==> config.mk <==
export PLATFORM = sky130hd
export DESIGN_NAME = branch_predict_unit
export DESIGN_NICKNAME = d
export VERILOG_FILES = /design/src/rtl/branch_predict_unit.sv
export SDC_FILE = /design/constraint.sdc
export NUM_CORES = 1
export LEC_CHECK = 0
export CORE_UTILIZATION = 56
export DETAILED_ROUTE_END_ITERATION = 12
export GPL_TIMING_DRIVEN = 0
export PLACE_DENSITY_LB_ADDON = 0.2
export SYNTH_ARGS = -nofsm -noshare
export SYNTH_HDL_FRONTEND = slang
export SYNTH_SLANG_ARGS = --single-unit
==> constraint.sdc <==
create_clock -name i_clk -period 10.48 [get_ports i_clk]
set_clock_uncertainty 0.1 [all_clocks]
set_input_delay 2.096 -clock i_clk [delete_from_list [all_inputs] [get_ports i_clk]]
set_output_delay 2.096 -clock i_clk [all_outputs]
set_load 0.05 [all_outputs]
==> src/rtl/branch_predict_unit.sv <==
// Branch resolve + 2-bit-counter branch history table.
// After reset an init sweep writes INIT_CNT into every BHT entry. Both ports
// ignore requests until the sweep is done. Resolve and predict results are
// registered with 1-cycle latency. The BHT is read before it is written, so a
// same-cycle predict on an index that is being updated returns the old value.
module branch_predict_unit #(
   parameter int         XLEN     = 32,
   parameter int         IDX_W    = 6,
   parameter logic [1:0] INIT_CNT = 2'b01
) (
   input  logic            i_clk,
   input  logic            i_rst_n,
   output logic            o_ready,
   input  logic            i_pred_valid,
   input  logic [XLEN-1:0] i_pred_pc,
   output logic            o_pred_valid,
   output logic            o_pred_taken,
   input  logic            i_res_valid,
   input  logic [XLEN-1:0] i_res_pc,
   input  logic [XLEN-1:0] i_res_dat_a,
   input  logic [XLEN-1:0] i_res_dat_b,
   input  logic [2:0]      i_res_funct3,
   input  logic [4:0]      i_res_opcode,
   input  logic            i_res_pred_taken,
   output logic            o_res_valid,
   output logic            o_br_en,
   output logic            o_mispredict
);

   localparam int ENTRIES = 2 ** IDX_W;

   localparam logic [4:0] OP_BRANCH = 5'b11000;
   localparam logic [4:0] OP_JAL    = 5'b11011;
   localparam logic [4:0] OP_JALR   = 5'b11001;

   typedef enum logic {ST_INIT, ST_RUN} state_e;

   state_e           state_q, state_d;
   logic [IDX_W-1:0] ptr_q, ptr_d;

   // Contents are deliberately not reset; the init sweep overwrites them.
   logic [1:0]       bht [ENTRIES];

   logic             pred_valid_q, pred_valid_d;
   logic             pred_taken_q, pred_taken_d;
   logic             res_valid_q, res_valid_d;
   logic             br_en_q, br_en_d;
   logic             mispredict_q, mispredict_d;

   logic             ready;
   logic             pred_acc, res_acc;
   logic [IDX_W-1:0] pred_idx, res_idx;
   logic [1:0]       pred_cnt, res_cnt;
   logic             cond, cond_r, is_jump, is_br, taken;
   logic             bht_we;
   logic [IDX_W-1:0] bht_widx;
   logic [1:0]       bht_wdat;

   assign ready    = (state_q == ST_RUN);
   assign pred_acc = ready & i_pred_valid;
   assign res_acc  = ready & i_res_valid;
   assign pred_idx = i_pred_pc[IDX_W+1:2];
   assign res_idx  = i_res_pc[IDX_W+1:2];
   assign pred_cnt = bht[pred_idx];
   assign res_cnt  = bht[res_idx];

   // Init sweep: one entry per cycle, then stay in RUN until reset.
   always_comb begin
      state_d = state_q;
      ptr_d   = ptr_q;
      if (state_q == ST_INIT) begin
         ptr_d = ptr_q + 1'b1;
         if (ptr_q == {IDX_W{1'b1}}) state_d = ST_RUN;
      end
   end

   // Condition decode and registered-result next values.
   always_comb begin
      unique case (i_res_funct3[2:1])
         2'b00:   cond = (i_res_dat_a == i_res_dat_b);
         2'b10:   cond = ($signed(i_res_dat_a) < $signed(i_res_dat_b));
         2'b11:   cond = (i_res_dat_a < i_res_dat_b);
         default: cond = 1'b0;
      endcase
      cond_r  = cond ^ i_res_funct3[0];
      is_jump = (i_res_opcode == OP_JAL) || (i_res_opcode == OP_JALR);
      is_br   = (i_res_opcode == OP_BRANCH) && (i_res_funct3[2:1] != 2'b01);
      taken   = is_jump | cond_r;

      res_valid_d  = res_acc;
      br_en_d      = res_acc & (is_jump | (is_br & cond_r));
      // Illegal / unknown ops never flag a mispredict.
      mispredict_d = res_acc & (is_jump | is_br) & (taken != i_res_pred_taken);

      pred_valid_d = pred_acc;
      pred_taken_d = pred_acc & pred_cnt[1];
   end

   // BHT write port: sweep writes during INIT, saturating update on branches.
   always_comb begin
      bht_we   = 1'b0;
      bht_widx = res_idx;
      bht_wdat = res_cnt;
      if (state_q == ST_INIT) begin
         bht_we   = 1'b1;
         bht_widx = ptr_q;
         bht_wdat = INIT_CNT;
      end else if (res_acc && is_br) begin
         bht_we = 1'b1;
         if (cond_r) bht_wdat = (res_cnt == 2'b11) ? 2'b11 : res_cnt + 2'b01;
         else        bht_wdat = (res_cnt == 2'b00) ? 2'b00 : res_cnt - 2'b01;
      end
   end

   // BHT storage, no reset.
   always_ff @(posedge i_clk) begin
      if (bht_we) bht[bht_widx] <= bht_wdat;
   end

   // Control and result registers.
   always_ff @(posedge i_clk or negedge i_rst_n) begin
      if (!i_rst_n) begin
         state_q      <= ST_INIT;
         ptr_q        <= '0;
         pred_valid_q <= 1'b0;
         pred_taken_q <= 1'b0;
         res_valid_q  <= 1'b0;
         br_en_q      <= 1'b0;
         mispredict_q <= 1'b0;
      end else begin
         state_q      <= state_d;
         ptr_q        <= ptr_d;
         pred_valid_q <= pred_valid_d;
         pred_taken_q <= pred_taken_d;
         res_valid_q  <= res_valid_d;
         br_en_q      <= br_en_d;
         mispredict_q <= mispredict_d;
      end
   end

   assign o_ready      = ready;
   assign o_pred_valid = pred_valid_q;
   assign o_pred_taken = pred_taken_q;
   assign o_res_valid  = res_valid_q;
   assign o_br_en      = br_en_q;
   assign o_mispredict = mispredict_q;

endmodule
==> flow_summary.toml, run 1 <==
[sta]
fin_crit_ns = 5.54
fin_setup_tns_ns = 0
setup_ws_ns = 4.94
worstMarginPinSlew_ns = 0.962
finalHoldViolCount = 0
timing.final.crit_share = 0.529
setup-violations-final = 0
slew_viol_final = 0
maxSlewHeadroom = 0.359
clock.fmax_mhz = 180
rsz0062_at_grt = "false"

[synthesis]
synthArstFlopShare = 0.0857
synth-edff-count = 128
ys_seq_area_frac = 0.570
synth.avg_cell_area_sq_um = 13.7
yosys_register_bits = 140
yosysUniqueCellTypes = 48
synthesis.area_sq_mm = 0.00727
syn_inst = 530
synth_ff_type = "edfxtp_1"
ys_warn_count = 0
syn_nets = 704

[placement]
dp_hpwl_um = 12700
numPortBuffers = 89
gp_congestion = 0.917
place_ws_ns = 4.57
placed_cell_area_sq_mm = 0.00843

[layout]
post-route-util = 0.711
fin_area_sq_mm = 0.00897
final_cell_mix = "edfxtp_1 (128), clkdlybuf4s50_1 (89), nor2_1 (77)"
drive_gt1_frac = 0.149
fin_nets = 814
final_common_cell = "edfxtp_1"
n_antenna_cell = 0
fillers = 879
areaGrowthSynthToFinish_pct = 23.4

[power]
swShare = 0.220
leakage_nw = 2.83
pwr-share-clk = 0.438
internal_power_mw = 0.978
power_mw = 1.25
p_switching_mw = 0.276
comb_power_share = 0.083
vdd_drop_max_v = 0.000139
power-per-cell-area_mw_per_mm2 = 140
pwr-share-seq = 0.479

[floorplanning]
fp.dieW_um = 116
ios = 147
rows = 41
start_util = 0.576
core-area_sq_mm = 0.0126
die-area_sq_mm = 0.0134
die_h_um = 116

[outcome]
outcome = "completed"

[global_routing]
grt_pass1_wl_um = 27900
grt_pass1_vias = 5130
grt_max_degree = 41
grt.total_usage = 0.292
antenna_found_initial = 0
grt-ovfl-total = 0

[clock_tree]
clockRootBuffer = "clkbuf_16"
postCtsHoldBufs = 0
cts_max_path_buffers = 2
clk_pin_slew_ns = 0.06
cts_inserted_buffers = 17
clkSinkCount = 140
clock_latency_ns = 0.42
cts_tree = "yes"
cts_setup_buffers = 0
cts_resized = 0
htreeDepth = 4

[critical_path]
worstPathRequired_ns = 10.63
cp.arrival_ns = 5.69
critical_path_class = "input port to register"
start_kind = "input port"
path_max_fanout = 35
cp-end-kind = "register"

[routing]
dr.pass1.iters = 6
vias = 5211
drt-total-wl_um = 18700
ant_nets = 0
routed_via_density = 6.32
drc = 0
drt-initial-drc-count = 517
routedWlPerCell_um = 22.7

[hold_path]
hold_path.class = "register to register"

[job]
cap_violations = 0
[Yosys cell counts (all sizes together) (3+ instances only)]
cell type / n / area, sq um
a211oi: 4 / 30.0
a21oi: 18 / 90.1
a22oi: 17 / 128
a31oi: 3 / 18.8
and2: 6 / 37.5
buf: 10 / 58.8
clkbuf: 9 / 33.8
dfrtp: 12 / 300
edfxtp: 128 / 3840
ha: 33 / 413
inv: 38 / 143
mux4: 53 / 1190
nand2: 47 / 176
nand3: 7 / 35.0
nand4: 9 / 56.3
nor2: 77 / 289
nor4: 4 / 31.3
o21a: 3 / 22.5
o21ai: 13 / 65.1
o31ai: 4 / 30.0
xnor2: 3 / 26.3
[cells by family after synthesis]
family	count (synthesis)	synth area share
AO/OA/AOI/OAI	73	0.0653
multiplexers	56	0.169
buffers and inverters	58	0.0329
XOR/XNOR	5	0.00603
adder cells (fa/ha/maj)	33	0.0568
AND/OR/NAND/NOR	165	0.100
flip-flops	140	0.570
[cell type report]
| cell class | count | area, sq um | area share |
|---|---|---|---|
| Sequential cell | 140 | 4140 | 0.462 |
| Tap cell | 172 | 215 | 0.0240 |
| Buffer | 19 | 92.6 | 0.0103 |
| Clock inverter | 13 | 103 | 0.0114 |
| Multi-Input combinational cell | 332 | 2900 | 0.323 |
| Inverter | 39 | 146 | 0.0163 |
| Timing Repair Buffer | 91 | 938 | 0.105 |
| Clock buffer | 19 | 433 | 0.0483 |
[power by group through the flow]
stage	sequential (mW)	combinational (mW)	clock (mW)
CTS	0.601	0.104	0.548
finish	0.601	0.104	0.549
detailed placement	0.612	0.103	0
floorplan	0.612	0.0511	0
global placement	0.612	0.100	0
global route	0.601	0.113	0.569
[layer usage]
layer  global-route usage  part of all wire  wire length [um]
met1                0.369              0.38              7040
met2                0.475              0.47              8820
met3               0.0622              0.10              1930
met4                0.162             0.049               923
met5                    0                 0                 0
[state kept, by name, indices dropped and copies added, names as in the netlist]
register and count:
o_mispredict 1, ptr_q 6, o_pred_taken 1, o_br_en 1, o_pred_valid 1, o_ready 1, o_res_valid 1, bht 128
[final timing paths]
| kind | startpoint | end | slack (ns) | cells past startpoint |
|---|---|---|---|---|
| min in group asynchronous | i_rst_n | ptr_q[5] | 1.93 | 1 |
| setup / recovery | i_res_pc[3] | bht[29][0] | 4.94 | 9 |
| setup reg to reg | bht[36][0] | bht[29][0] | 7.23 | 7 |
| hold / removal | ptr_q[5] | ptr_q[5] | 0.43 | 1 |
| max in group asynchronous | i_rst_n | ptr_q[3] | 7.98 | 1 |
| hold reg to reg | ptr_q[5] | ptr_q[5] | 0.43 | 1 |
[worst max-delay path, stage by stage]
cell      delay (ns)
buf_2           0.26
clkbuf_1        0.76
mux4_2          0.44
a22oi_1         0.26
a21oi_1         0.13
nor4_2          0.55
a211oi_1        0.21
a21oi_4         0.69
buf_16          0.25
[through the flow]
step           hold WS [ns]  instances
6_report              0.428        825
5_1_grt               0.443        825
4_1_cts               0.424        825
3_5_place_dp          0.416        793
3_3_place_gp          0.408        791
2_1_floorplan         0.378        530
(Power assumes the default switching activity.)
==> inputs of run 2 (changes only) <==
--- a/config.mk
+++ b/config.mk
@@ -5,7 +5,7 @@
 export SDC_FILE = /design/constraint.sdc
 export NUM_CORES = 1
 export LEC_CHECK = 0
-export CORE_UTILIZATION = 56
+export CORE_UTILIZATION = 52
 export DETAILED_ROUTE_END_ITERATION = 12
 export GPL_TIMING_DRIVEN = 0
 export PLACE_DENSITY_LB_ADDON = 0.2
==> constraint.sdc (replaced) <==
create_clock -name i_clk -period 5.55 [get_ports i_clk]
set_clock_uncertainty 0.1 [all_clocks]
set_input_delay 1.11 -clock i_clk [delete_from_list [all_inputs] [get_ports i_clk]]
set_output_delay 1.11 -clock i_clk [all_outputs]
set_load 0.05 [all_outputs]
==> run 2 against run 1 <==
Against the previous run:
- combinational power is 89% higher
- non-clock buffer count unchanged
- via count fell by 1.1%
- global-route usage decreased by 1.6 points
- clock-buffer cell count is 1 lower
- critical path type unchanged
- core utilization fell by 3.4 points
- setup slack got worse by 3.8 ns
- critical endpoint is now bht[2][0]
==> flow_summary.toml, run 2 (synthesis results as in run 1) <==
[outcome]
outcome = "completed"

[sta]
clock.fmax_mhz = 229
timing.final.crit_share = 0.788
hold-worst-slack_ns = 0.435
fin_crit_ns = 4.37
fin_setup_tns_ns = 0
worstMarginPinSlew_ns = 0.906
slew_viol_final = 0
setup-violations-final = 0
maxSlewHeadroom = 0.396
rsz0062_at_grt = "false"
finalHoldViolCount = 0

[global_routing]
grt_max_degree = 46
grt_pass1_wl_um = 29000
grt-ovfl-total = 0
grt.total_usage = 0.277
grt_pass1_vias = 5288
antenna_found_initial = 0

[power]
swShare = 0.196
comb_power_share = 0.075
vdd_drop_max_v = 0.000224
power_mw = 2.64
leakage_nw = 2.91
pwr-share-seq = 0.430
pwr-share-clk = 0.495
internal_power_mw = 2.12
p_switching_mw = 0.517
power-per-cell-area_mw_per_mm2 = 290

[layout]
final_cell_mix = "edfxtp_1 (128), clkdlybuf4s50_1 (89), nor2_1 (77)"
fillers = 971
largest_register_ffs = 128
drive_gt1_frac = 0.149
largest-register = "bht"
seq_area_sq_mm = 0.00414
post-route-util = 0.677
areaGrowthSynthToFinish_pct = 25.3
largestRegisters = "bht: 128 flops, ptr_q: 6 flops"
multi_input_area_sq_mm = 0.00290
n_antenna_cell = 0
fin_nets = 814
final_common_cell = "edfxtp_1"

[clock_tree]
clkSinkCount = 140
cts_max_path_buffers = 2
cts_resized = 0
cts_setup_buffers = 0
cts_inserted_buffers = 17
clock_latency_ns = 0.42
postCtsHoldBufs = 0
cts_tree = "yes"
htreeDepth = 4
clockRootBuffer = "clkbuf_16"
clk_pin_slew_ns = 0.06

[routing]
routed_via_density = 6.22
drt-initial-drc-count = 505
dr.pass1.iters = 5
vias = 5152
drt-total-wl_um = 19000
ant_nets = 0
routedWlPerCell_um = 23.0
drc = 0

[critical_path]
cp-end-kind = "register"
path_delay_family = "buffers and inverters"
max_stage_delay_ns = 0.72
path_cells = "buf_2 -> clkbuf_1 -> mux4_2 -> a22oi_1 -> a21oi_1 -> nor4_2 -> a211oi_1 -> a21oi_4 -> buf_12"
cp.arrival_ns = 4.53
critical_path_class = "input port to register"
path_buf_inv = 3
path_max_fanout = 37
start_kind = "input port"
worstPathRequired_ns = 5.70
critPathSlowestCell = "clkbuf_1"

[hold_path]
hold_path.class = "register to register"

[floorplanning]
die-area_sq_mm = 0.0145
start_util = 0.540
fp.dieW_um = 120
die_h_um = 120
core-area_sq_mm = 0.0135
rows = 42
ios = 147

[placement]
numPortBuffers = 89
dp_hpwl_um = 13100
gp_congestion = 0.860

[job]
cap_violations = 0
run 2: changes by cell type in the layout (fill, tap and decap cells not counted):
cell,delta
bufinv_16,+6
clkbuf_1,-1
clkinv_4,+1
clkinv_2,-3
buf_12,+1
clkinvlp_4,-4
buf_16,-1
run 2: final timing paths:
kind                              from            to  slack (ns)  cells past startpoint
setup / recovery           i_res_pc[3]     bht[2][0]        1.18                      9
setup reg to reg            bht[11][0]     bht[2][0]        2.43                      7
hold reg to reg               ptr_q[5]      ptr_q[5]        0.44                      1
hold / removal                ptr_q[5]      ptr_q[5]        0.44                      1
min in group asynchronous      i_rst_n      ptr_q[2]        0.93                      1
max in group asynchronous      i_rst_n  o_pred_valid        4.07                      1
run 2: per-layer routing:
layer  track usage  share of wire  up-vias
li1              -              -     2260
met1         0.349           0.39     2544
met2         0.458           0.48      301
met3        0.0684           0.10       47
met4         0.117          0.030        0
met5             0              0        -
run 2: through the flow:
| stage | instance area (sq um) | instances | setup slack [ns] |
|---|---|---|---|
| after floorplan | 7270 | 530 | 0.226 |
| after global placement | 8380 | 795 | -1.94 |
| after detailed placement | 8430 | 797 | 0.723 |
| after CTS | 9110 | 828 | 1.11 |
| after global routing | 9110 | 828 | 0.954 |
| final | 9110 | 828 | 1.18 |
run 2: worst register-to-register path, stage by stage, from the launching register on:
cell,delay [ns]
edfxtp_1,0.37
mux4_2,0.50
a22oi_1,0.26
a211oi_1,0.13
nor4_2,0.45
a211oi_1,0.20
a21oi_4,0.64
buf_12,0.28
run 2: power groups by stage:
stage / combinational [mW] / sequential [mW] / clock [mW]
2_1_floorplan: 0.0966 / 1.16 / 0
3_3_place_gp: 0.188 / 1.16 / 0
3_5_place_dp: 0.196 / 1.16 / 0
4_1_cts: 0.198 / 1.13 / 1.30
5_1_grt: 0.215 / 1.13 / 1.35
6_report: 0.197 / 1.13 / 1.31
run 2: cell type report:
type	count	share of cell area
Buffer	19	0.0102
Clock buffer	18	0.0471
Clock inverter	13	0.0271
Inverter	39	0.0161
Multi-Input combinational cell	332	0.318
Sequential cell	140	0.455
Tap cell	176	0.0242
Timing Repair Buffer	91	0.102
